--- src/rtl/cpu_pkg.sv ---
// Shared fetch-stage types and constants.
// Widths, reset PC, halt opcode and FSM state encoding.
package cpu_pkg;

  localparam int ADDR_W = 16;
  localparam int INSTR_W = 16;

  localparam logic [ADDR_W-1:0] RESET_PC = 16'h0000;
  localparam logic [3:0] OPC_HALT = 4'hF;
  localparam logic [ADDR_W-1:0] PC_INC = 16'd2;

  typedef enum logic [1:0] {
    REQ,
    HOLD,
    DRAIN,
    HALT
  } fetch_state_t;

  // True when the opcode field selects HLT.
  function automatic logic is_halt(
    input logic [INSTR_W-1:0] instr
  );
    return instr[INSTR_W-1 -: 4] == OPC_HALT;
  endfunction

endpackage

--- src/rtl/fetch_stage_if.sv ---
// Instruction-memory request/response bus.
// Master side is the fetch stage, slave side the memory.
interface fetch_stage_if;
  import cpu_pkg::*;

  logic               imem_req_o;
  logic [ADDR_W-1:0]  imem_addr_o;
  logic               imem_ready_i;
  logic [INSTR_W-1:0] imem_data_i;

  modport master (
    output imem_req_o,
    output imem_addr_o,
    input  imem_ready_i,
    input  imem_data_i
  );

  modport slave (
    input  imem_req_o,
    input  imem_addr_o,
    output imem_ready_i,
    output imem_data_i
  );

endinterface

--- src/rtl/fetch_hold_reg.sv ---
// One-entry buffer for a response that arrived while decode stalled.
// Holds instruction and its PC; clear has priority over load.
module fetch_hold_reg
  import cpu_pkg::*;
(
  input  logic               clk,
  input  logic               rst_n,
  input  logic               load_i,
  input  logic               clr_i,
  input  logic [INSTR_W-1:0] data_i,
  input  logic [ADDR_W-1:0]  pc_i,
  output logic               valid_o,
  output logic [INSTR_W-1:0] data_o,
  output logic [ADDR_W-1:0]  pc_o
);

  logic               valid_q;
  logic [INSTR_W-1:0] data_q;
  logic [ADDR_W-1:0]  pc_q;

  // Capture on load, drop on clear.
  always_ff @(posedge clk or negedge rst_n) begin
    if (!rst_n) begin
      valid_q <= 1'b0;
      data_q  <= '0;
      pc_q    <= '0;
    end else if (clr_i) begin
      valid_q <= 1'b0;
    end else if (load_i) begin
      valid_q <= 1'b1;
      data_q  <= data_i;
      pc_q    <= pc_i;
    end
  end

  assign valid_o = valid_q;
  assign data_o  = data_q;
  assign pc_o    = pc_q;

endmodule

--- src/rtl/fetch_stage.sv ---
// Instruction fetch: next-PC, single-outstanding imem requests,
// stall buffering, redirect draining and HLT detection.
module fetch_stage
  import cpu_pkg::*;
(
  input  logic               clk,
  input  logic               rst_n,
  input  logic               stall_i,
  input  logic               redirect_i,
  input  logic [ADDR_W-1:0]  redirect_pc_i,
  fetch_stage_if.master      imem,
  output logic [ADDR_W-1:0]  pc_o,
  output logic [INSTR_W-1:0] instr_o,
  output logic [ADDR_W-1:0]  instr_pc_o,
  output logic [ADDR_W-1:0]  pc_plus2_o,
  output logic               instr_valid_o,
  output logic               halted_o
);

  fetch_state_t       state_q;
  logic [ADDR_W-1:0]  pc_q;
  logic [ADDR_W-1:0]  drain_addr_q;
  logic [INSTR_W-1:0] instr_q;
  logic [ADDR_W-1:0]  ipc_q;
  logic [ADDR_W-1:0]  pc2_q;
  logic               valid_q;
  logic               halted_q;

  logic [ADDR_W-1:0]  pc_inc_d;
  logic [ADDR_W-1:0]  redir_pc_d;
  logic               rsp_halt;
  logic               hold_halt;
  logic               hold_load;
  logic               hold_clr;
  logic               hold_vld;
  logic [INSTR_W-1:0] hold_data;
  logic [ADDR_W-1:0]  hold_pc;
  logic               ready;

  assign ready      = imem.imem_ready_i;
  assign pc_inc_d   = pc_q + PC_INC;
  assign redir_pc_d = {redirect_pc_i[ADDR_W-1:1], 1'b0};
  assign rsp_halt   = is_halt(imem.imem_data_i);
  assign hold_halt  = is_halt(hold_data);

  assign hold_load = (state_q == REQ) && !redirect_i
                   && ready && stall_i;
  assign hold_clr  = redirect_i
                   || ((state_q == HOLD) && !stall_i);

  fetch_hold_reg u_hold (
    .clk     (clk),
    .rst_n   (rst_n),
    .load_i  (hold_load),
    .clr_i   (hold_clr),
    .data_i  (imem.imem_data_i),
    .pc_i    (pc_q),
    .valid_o (hold_vld),
    .data_o  (hold_data),
    .pc_o    (hold_pc)
  );

  // Request drops the instant reset asserts.
  assign imem.imem_req_o = rst_n
    && ((state_q == REQ) || (state_q == DRAIN));
  // DRAIN keeps presenting the abandoned address.
  assign imem.imem_addr_o = (state_q == DRAIN)
    ? drain_addr_q : pc_q;

  // Fetch FSM with PC and IF/ID output registers.
  always_ff @(posedge clk or negedge rst_n) begin
    if (!rst_n) begin
      state_q      <= REQ;
      pc_q         <= RESET_PC;
      drain_addr_q <= RESET_PC;
      instr_q      <= '0;
      ipc_q        <= '0;
      pc2_q        <= '0;
      valid_q      <= 1'b0;
      halted_q     <= 1'b0;
    end else begin
      unique case (state_q)
        REQ: begin
          if (redirect_i) begin
            pc_q     <= redir_pc_d;
            valid_q  <= 1'b0;
            halted_q <= 1'b0;
            if (!ready) begin
              state_q      <= DRAIN;
              drain_addr_q <= pc_q;
            end
          end else if (ready && !stall_i) begin
            instr_q <= imem.imem_data_i;
            ipc_q   <= pc_q;
            pc2_q   <= pc_inc_d;
            valid_q <= 1'b1;
            if (rsp_halt) begin
              state_q  <= HALT;
              halted_q <= 1'b1;
            end else begin
              pc_q <= pc_inc_d;
            end
          end else if (ready) begin
            state_q <= HOLD;
            if (!rsp_halt) pc_q <= pc_inc_d;
          end else if (!stall_i) begin
            valid_q <= 1'b0;
          end
        end
        HOLD: begin
          if (redirect_i) begin
            pc_q     <= redir_pc_d;
            valid_q  <= 1'b0;
            halted_q <= 1'b0;
            state_q  <= REQ;
          end else if (!stall_i && hold_vld) begin
            instr_q <= hold_data;
            ipc_q   <= hold_pc;
            pc2_q   <= hold_pc + PC_INC;
            valid_q <= 1'b1;
            if (hold_halt) begin
              state_q  <= HALT;
              halted_q <= 1'b1;
            end else begin
              state_q <= REQ;
            end
          end else if (!stall_i) begin
            state_q <= REQ;
          end
        end
        DRAIN: begin
          if (redirect_i) pc_q <= redir_pc_d;
          if (ready) state_q <= REQ;
        end
        HALT: begin
          if (redirect_i) begin
            pc_q     <= redir_pc_d;
            valid_q  <= 1'b0;
            halted_q <= 1'b0;
            state_q  <= REQ;
          end else if (!stall_i) begin
            valid_q <= 1'b0;
          end
        end
        default: state_q <= REQ;
      endcase
    end
  end

  assign pc_o          = pc_q;
  assign instr_o       = instr_q;
  assign instr_pc_o    = ipc_q;
  assign pc_plus2_o    = pc2_q;
  assign instr_valid_o = valid_q;
  assign halted_o      = halted_q;

endmodule

--- src/flat_wrapper.sv ---
// flat-port wrapper written by rule: the top's interface ports become plain ports
module fetch_stage_flat import cpu_pkg::*;
  (clk, rst_n, stall_i, redirect_i, redirect_pc_i, pc_o, instr_o, instr_pc_o, pc_plus2_o, instr_valid_o, halted_o, imem_imem_req_o, imem_imem_addr_o, imem_imem_ready_i, imem_imem_data_i);
  fetch_stage_if imem_i ();
  input  logic clk;
  input  logic rst_n;
  input  logic stall_i;
  input  logic redirect_i;
  input  logic [ADDR_W-1:0] redirect_pc_i;
  output logic [ADDR_W-1:0] pc_o;
  output logic [INSTR_W-1:0] instr_o;
  output logic [ADDR_W-1:0] instr_pc_o;
  output logic [ADDR_W-1:0] pc_plus2_o;
  output logic instr_valid_o;
  output logic halted_o;
  output wire logic [$bits(imem_i.imem_req_o)-1:0] imem_imem_req_o;
  output wire logic [$bits(imem_i.imem_addr_o)-1:0] imem_imem_addr_o;
  input wire logic [$bits(imem_i.imem_ready_i)-1:0] imem_imem_ready_i;
  input wire logic [$bits(imem_i.imem_data_i)-1:0] imem_imem_data_i;
  assign imem_imem_req_o = imem_i.imem_req_o;
  assign imem_imem_addr_o = imem_i.imem_addr_o;
  assign imem_i.imem_ready_i = imem_imem_ready_i;
  assign imem_i.imem_data_i = imem_imem_data_i;
  fetch_stage u_core (.clk(clk), .rst_n(rst_n), .stall_i(stall_i), .redirect_i(redirect_i), .redirect_pc_i(redirect_pc_i), .imem(imem_i), .pc_o(pc_o), .instr_o(instr_o), .instr_pc_o(instr_pc_o), .pc_plus2_o(pc_plus2_o), .instr_valid_o(instr_valid_o), .halted_o(halted_o));
endmodule
--- config.mk ---
export PLATFORM = sky130hd
export DESIGN_NAME = fetch_stage_flat
export DESIGN_NICKNAME = d
export VERILOG_FILES = /design/src/rtl/cpu_pkg.sv /design/src/rtl/fetch_stage_if.sv /design/src/rtl/fetch_hold_reg.sv /design/src/rtl/fetch_stage.sv /design/src/flat_wrapper.sv
export SDC_FILE = /design/constraint.sdc
export NUM_CORES = 1
export LEC_CHECK = 0
export BUFFER_PORTS_ARGS = -buffer_cell sky130_fd_sc_hd__buf_2
export CAP_MARGIN = 20
export CORE_MARGIN = 1.5
export CORE_UTILIZATION = 55
export CTS_BUF_LIST = sky130_fd_sc_hd__clkbuf_16
export CTS_CLUSTER_SIZE = 12
export DETAILED_ROUTE_END_ITERATION = 6
export PLACE_DENSITY_LB_ADDON = 0.15
export SLEW_MARGIN = 25
export SYNTH_ARGS = -nofsm -noshare
export SYNTH_HDL_FRONTEND = slang
export SYNTH_SLANG_ARGS = --single-unit
export TNS_END_PERCENT = 10
--- constraint.sdc ---
create_clock -name clk -period 2.4 [get_ports clk]
set_clock_uncertainty 0.2 [all_clocks]
set_input_delay 0.24 -clock clk [delete_from_list [all_inputs] [get_ports clk]]
set_output_delay 0.24 -clock clk [all_outputs]
set_load 0.01 [all_outputs]
==> Word level (Yosys, flattened, before mapping) <==
Index checks and enable logic that the tools add are counted.
{ "word_totals": {"reg_bits": 117, "latchBits": 0, "ram_bits": 0, "mem_bits_ro": 0, "in_bits": 37, "out_inout_bits": 83, "elab_cells": 111, "n_memories": 0} }
{ "op_classes": {"n_addsub": 2, "mul": 0, "div_mod_pow": 0, "n_lt_le_gt_ge": 0, "n_eq_ne": 21, "n_shift": 0, "muxes": 52, "bitwise": 2, "reduce_logical": 23} }
{ "op_table": {"columns": ["cell", "count"], "rows": [
  ["$mux W16", 18],
  ["$pmux W16 S2", 4],
  ["$add A16 B2 Y16 const B", 2],
  ["$mux W2", 11],
  ["$mux W1", 16],
  ["$ne A2 B2 Y1 const B", 6],
  ["$ne A4 B4 Y1 const B", 3],
  ["$reduce_and A6 Y1", 2],
  ["$ne A3 B3 Y1 const B", 3],
  ["$eq A4 B4 Y1 const B", 2],
  ["$pmux W2 S4", 1],
  ["$logic_and A1 B1 Y1", 7],
  ["$ne A3 B2 Y1 const B", 2],
  ["$pmux W1 S3", 2],
  ["$reduce_and A3 Y1", 2],
  ["$reduce_and A5 Y1", 1],
  ["$eq A2 B2 Y1 const B", 2],
  ["$ne A4 B3 Y1 const B", 1],
  ["$reduce_and A2 Y1", 2],
  ["$reduce_bool A2 Y1", 2],
  ["$reduce_bool A3 Y1", 1],
  ["$reduce_or A3 Y1", 1],
  ["$eq A2 B1 Y1 const B", 1],
  ["$logic_not A1 Y1", 2],
  ["4 further kinds", 6]
]} }

==> Depth between registers and ports, before layout <==
{ "logic_depth": {"ltp_word": 6, "mapped_depth": 7, "depth_no_buf": 6} }

==> Hierarchy <==
A second synthesis with hierarchy kept.
{ "hier_totals": {"hier_cells": 585, "hier_area_um2": 5993.2} }
{ "modules_own_cells": {"columns": ["module", "n_inst", "cells_per_inst", "area_each_um2", "seq_area_each_um2"], "rows": [
  ["fetch_stage", 1, 513, 4601.9, 2026.9],
  ["fetch_hold_reg", 1, 72, 1391.3, 825.8]
]} }

==> Worst setup path before layout <==
OpenSTA, ideal clock, no wires.
{ "synth_timing": {"kind": "flip-flop to flip-flop", "startpoint": "register u_core.pc_q[1], in the netlist u_core.pc_o[1]", "endpoint": "register u_core.pc_q[15], in the netlist u_core.pc_o[15]", "setup_ns": 0.121, "arrival_ns": 1.776, "required_time_ns": 2.079, "slack_ns": 0.303, "path_stages_with_launch": 7, "n_path_buf": 0, "synth_period_minus_slack_ns": 2.097, "cell_sequence": "dfrtp_1 -> ha_1 -> nand3_2 -> nor4_4 -> nand3_2 -> o22a_1 -> o22a_1"} }
{ "synth_via": {"elab_chain_cells": 6} }
{ "synth_rtl": {"columns": ["element", "line_no", "rtl"], "rows": [
  ["from (decl)", "fetch_stage.sv:21", "logic [ADDR_W-1:0] pc_q;"],
  ["from (signal assigned)", "fetch_stage.sv:85", "pc_q <= redir_pc_d;"],
  ["from (signal assigned)", "fetch_stage.sv:101", "pc_q <= pc_inc_d;"],
  ["from (signal assigned)", "fetch_stage.sv:105", "if (!rsp_halt) pc_q <= pc_inc_d;"],
  ["$add A16 B2 Y16 (*)", "fetch_stage.sv:41", "assign pc_inc_d = pc_q + PC_INC;"],
  ["$mux W16 (*)", "fetch_stage.sv:97, fetch_stage.sv:105", null],
  ["$mux W16", "fetch_stage.sv:103", "end else if (ready) begin"],
  ["$mux W16 (*)", "fetch_stage.sv:92", "end else if (ready && !stall_i) begin"],
  ["$mux W16 (*)", "fetch_stage.sv:84", "if (redirect_i) begin"],
  ["$pmux W16 S2 (*)", "fetch_stage.sv:82", "unique case (state_q)"]
]} }
Every way passes the cells marked *; elsewhere a longest branch is shown, timed or not. The select of a mux whose other input is x is not followed.
A chain may end at the register's enable or synchronous reset.

==> Worst setup path after layout <==
{ "layout_timing": {"startpoint": "register u_core.state_q[1]", "endpoint": "output port imem_imem_addr_o[5]"} }
{ "layout_via": {"elab_chain_cells": 2} }
{ "layout_rtl": {"columns": ["element", "line_no", "rtl"], "rows": [
  ["from (decl)", "fetch_stage.sv:20", "fetch_state_t state_q;"],
  ["from (signal assigned)", "fetch_stage.sv:73", "state_q <= REQ;"],
  ["from (signal assigned)", "fetch_stage.sv:89", "state_q <= DRAIN;"],
  ["from (signal assigned)", "fetch_stage.sv:98", "state_q <= HALT;"],
  ["$eq A2 B2 Y1", "fetch_stage.sv:67", "assign imem.imem_addr_o = (state_q == DRAIN)"],
  ["$mux W16", "fetch_stage.sv:68", "? drain_addr_q : pc_q;"],
  ["to (decl)", "flat_wrapper.sv:17", "output wire logic [$bits(imem_i.imem_addr_o)-1:0] imem_imem_addr_o;"]
]} }
Every way passes these cells.

==> summary.md <==
| Metric | Value |
|---|---|
| Status | `completed` |
| Dpl ws | `0.279 ns` |
| Final setup viols | `0` |
| RSZ-0062 raised after global routing | `no` |
| Later-pin clock latency in the skew report | `0.35 ns` |
| Min Tclk post-route | `2.23 ns` |
| Clk root buf | `clkbuf_16` |
| Clk pwr share | `16.4%` |
| Final hold vios | `0` |
| Top_reg_cell synth | `dfrtp_1` |
| Arr. time, crit path | `1.79 ns` |
| Nets | `729` |
| FFs w/ async S/R, synth | `100%` |
| Syn Inst Count | `559` |
| Layout Cells excl Fill | `831` |
| Worst r2r src | `u_core.state_q[1]` |
| Clock Pin Slew Worst Setup and Hold Paths | `0.07 ns` |
| Worst path max stage delay | `0.53 ns` |
| Seq. cell area | `2800 um^2` |
| Number of distinct library cells after synthesis | `48` |
| Drt drc | `0` |
| Worst Path Buf+Inv | `2` |
| Crit path launch type | `flip-flop` |
| Grt ovf | `0` |
| Max-cap viol count | `0` |
| Synth top area share | `48.6%` |
| Final Max Slew Viols | `0` |
| Combinational Power Share | `44.7%` |
| P&R area growth vs syn | `22.1%` |
| # diodes | `0` |
| CTS buffer count | `9` |
| Largest net degree at the start of global routing | `93` |
| Synth warnings | `0` |
| Hpwl dp | `9.27 mm` |
| Rows | `37` |
| Most common library cells after synthesis | `dfrtp_1 (112), nand2_1 (69), mux2_2 (58)` |
| Post-synth EDFFs | `0` |
| Sink Count | `112` |
| Critical-path top delay cell | `dfrtp_1` |
| CP top delay family | `flip-flops` |
| Max Root-Sink Buffers | `2` |
| Min-Delay Endpoint | `u_core.pc_o[11]` |
| Worst r2r path cells | `4` |
| Area occupied by multi-input gates | `2700 um^2` |
| Vias in the first global route | `4355` |
| Worst-margin pin slew | `0.506 ns` |
| Worst slew margin | `66.3%` |
| Seq pwr share | `38.9%` |
| Post-Place Cells | `793` |
| Largest cells by area after synthesis | `dfrtp_1 (49%), mux2_2 (11%), mux2i_1 (6.2%)` |
| Max Clock Freq | `0.448 GHz` |
| Leakage power | `3.33 nW` |
| Hold WC Path Type | `input pin to flip-flop` |
| Worst path cell trace | `nand2b_1 -> buf_4 -> mux2_2 -> buf_2` |
| Seq/Total Area, Yosys | `48.6%` |
| H-tree levels | `3` |
| Die Ht | `105 um` |
| Most numerous cell in the Yosys netlist | `dfrtp_1` |
| Initial Util | `56.4%` |
| Vias per cell | `5.50` |
| Detailed Route Iter0 Violations | `195` |
| IO Count | `120` |
| Core Area | `10200 um^2` |
| Hold_sp | `redirect_pc_i[11]` |
| IO Port Bufs | `114` |
| Crit path max fanout | `16` |
| Die width | `105 um` |
| WP data required | `1.96 ns` |
| Worst Hold Path Cells | `3` |
| TritonRoute pass-1 iters | `5` |
| Crit Path Category | `flip-flop to output port` |
| CTS tree | `yes` |
| Setup ws final | `0.167 ns` |
| Setup Buffers After CTS | `0` |
| Routed Antenna Nets | `0` |
| PostCTS Resize Cnt | `0` |
| Crit end category | `output port` |
| Fin crit share | `93.0%` |
| Switching power | `0.00347 W` |
| Hold-fix buffers at CTS | `22` |
| Int Pwr | `0.00542 W` |
| Wirelength per Cell | `16.1 um` |
| Via count | `4570` |
| Synthesized cell area | `5770 um^2` |
| Syn avg cell area | `10.3 um^2` |
| GRT Util Overall | `24.8%` |
| Placer Congestion | `0.843` |
| Fraction of layout cells with a size suffix above 1 | `32.7%` |
| Synth area leader | `dfrtp_1` |
| Initial antenna violation count | `0` |
| Yosys reg bits | `112` |
| Routed WL | `13.3 mm` |
| Switching part of the total | `39.0%` |
| Die area | `11100 um^2` |
| Sum Neg Setup Slack | `0 ns` |
| R2R Setup Slk | `0.23 ns` |
| Maximum vdd drop | `554 uV` |
| Reg2reg end | `u_core.pc_plus2_o[6]` |
| Power Dens Cells | `1260 nW/um^2` |
| First-pass GRT wire length | `21.6 mm` |
| Fill count | `815` |
cell type report:
cell class | instances | area share (%)
clock buffer | 9 | 3.20
tap | 136 | 2.42
sequential | 112 | 39.8
inverter | 7 | 0.373
clock inverter | 7 | 0.888
multi-input combinational | 396 | 38.4
timing repair buffer | 164 | 15.0
power groups by stage:
stage,sequential [W],combinational (W),clock [W]
6_report,0.00346,0.00397,0.00146
5_1_grt,0.00359,0.00435,0.00154
4_1_cts,0.00346,0.00400,0.00148
3_5_place_dp,0.00349,0.00395,0
3_3_place_gp,0.00344,0.00386,0
2_1_floorplan,0.00355,0.00241,0
worst min-delay path: cells and delay by family:
family / cells / cell delay, ns
compound gates: 2 / 0.21
buf+inv: 1 / 0.08
worst max-delay path by stage:
stage,startpoint,endpoint,slack [ns],cells after the start
after floorplan,u_core.pc_o[1],u_core.pc_o[15],0.30,6
final,u_core.state_q[1],imem_imem_addr_o[5],0.17,4
after global routing,u_core.state_q[1],imem_imem_addr_o[5],0.08,4
after global placement,u_core.state_q[1],u_core.pc_plus2_o[14],0.30,4
after CTS,u_core.state_q[1],imem_imem_addr_o[5],0.16,4
after detailed placement,u_core.state_q[1],u_core.pc_plus2_o[6],0.28,4
cell usage in the layout, fill, tap and decap left out, drive strengths merged, types with 4 or more instances in the layout:
master and count:
buf 142, nand3 14, a22oi 5, nor4 6, mux2i 36, a31oi 4, dlygate4sd3 22, a21oi 23
conb 4, mux2 58, o21ai 67, nand2 70, xor2 15, nand4 7, o22a 6, dfrtp 112
xnor2 8, nand2b 5, nor2 29, clkbuf 9, nor2b 4, inv 9, nor3 13
through the flow:
step	hold slack, ns	cell area (um^2)	total power, W	utilization (%)
6_report	0.0172	7040	0.00889	68.9
4_1_cts	0.00909	7040	0.00895	68.9
2_1_floorplan	-0.256	5780	0.00596	-
3_3_place_gp	-0.0501	6540	0.00730	63.9
3_5_place_dp	-0.0461	6540	0.00744	63.9
5_1_grt	0.0284	7040	0.00948	68.9
sequential cells by signal, summed over array words and instances (netlist names):
name	flops
u_core.drain_addr_q	15
u_core.halted_o	1
u_core.instr_o	16
u_core.instr_pc_o	15
u_core.instr_valid_o	1
u_core.pc_o	15
u_core.pc_plus2_o	15
u_core.state_q	2
u_core.u_hold.data_o	16
u_core.u_hold.pc_o	15
u_core.u_hold.valid_o	1
cell families after synthesis:
kind of cell | Yosys count | share of synthesized area, %
adders and majority gates | 2 | 0.434
AOI/OAI and AO/OA | 115 | 11.1
DFF | 112 | 48.6
muxes | 94 | 17.6
xor gates and xnor gates | 23 | 3.49
buffers and inverters | 54 | 4.99
and+or+nand+nor | 158 | 13.7
other | 1 | 0.0650
layer usage:
layer | global-route usage, % | share of wire, %
met4 | 8.22 | 1.4
met5 | 0 | 0
met2 | 42.2 | 50
met3 | 2.97 | 3.4
met1 | 33.0 | 45
Power figures use the tool's default switching activity.
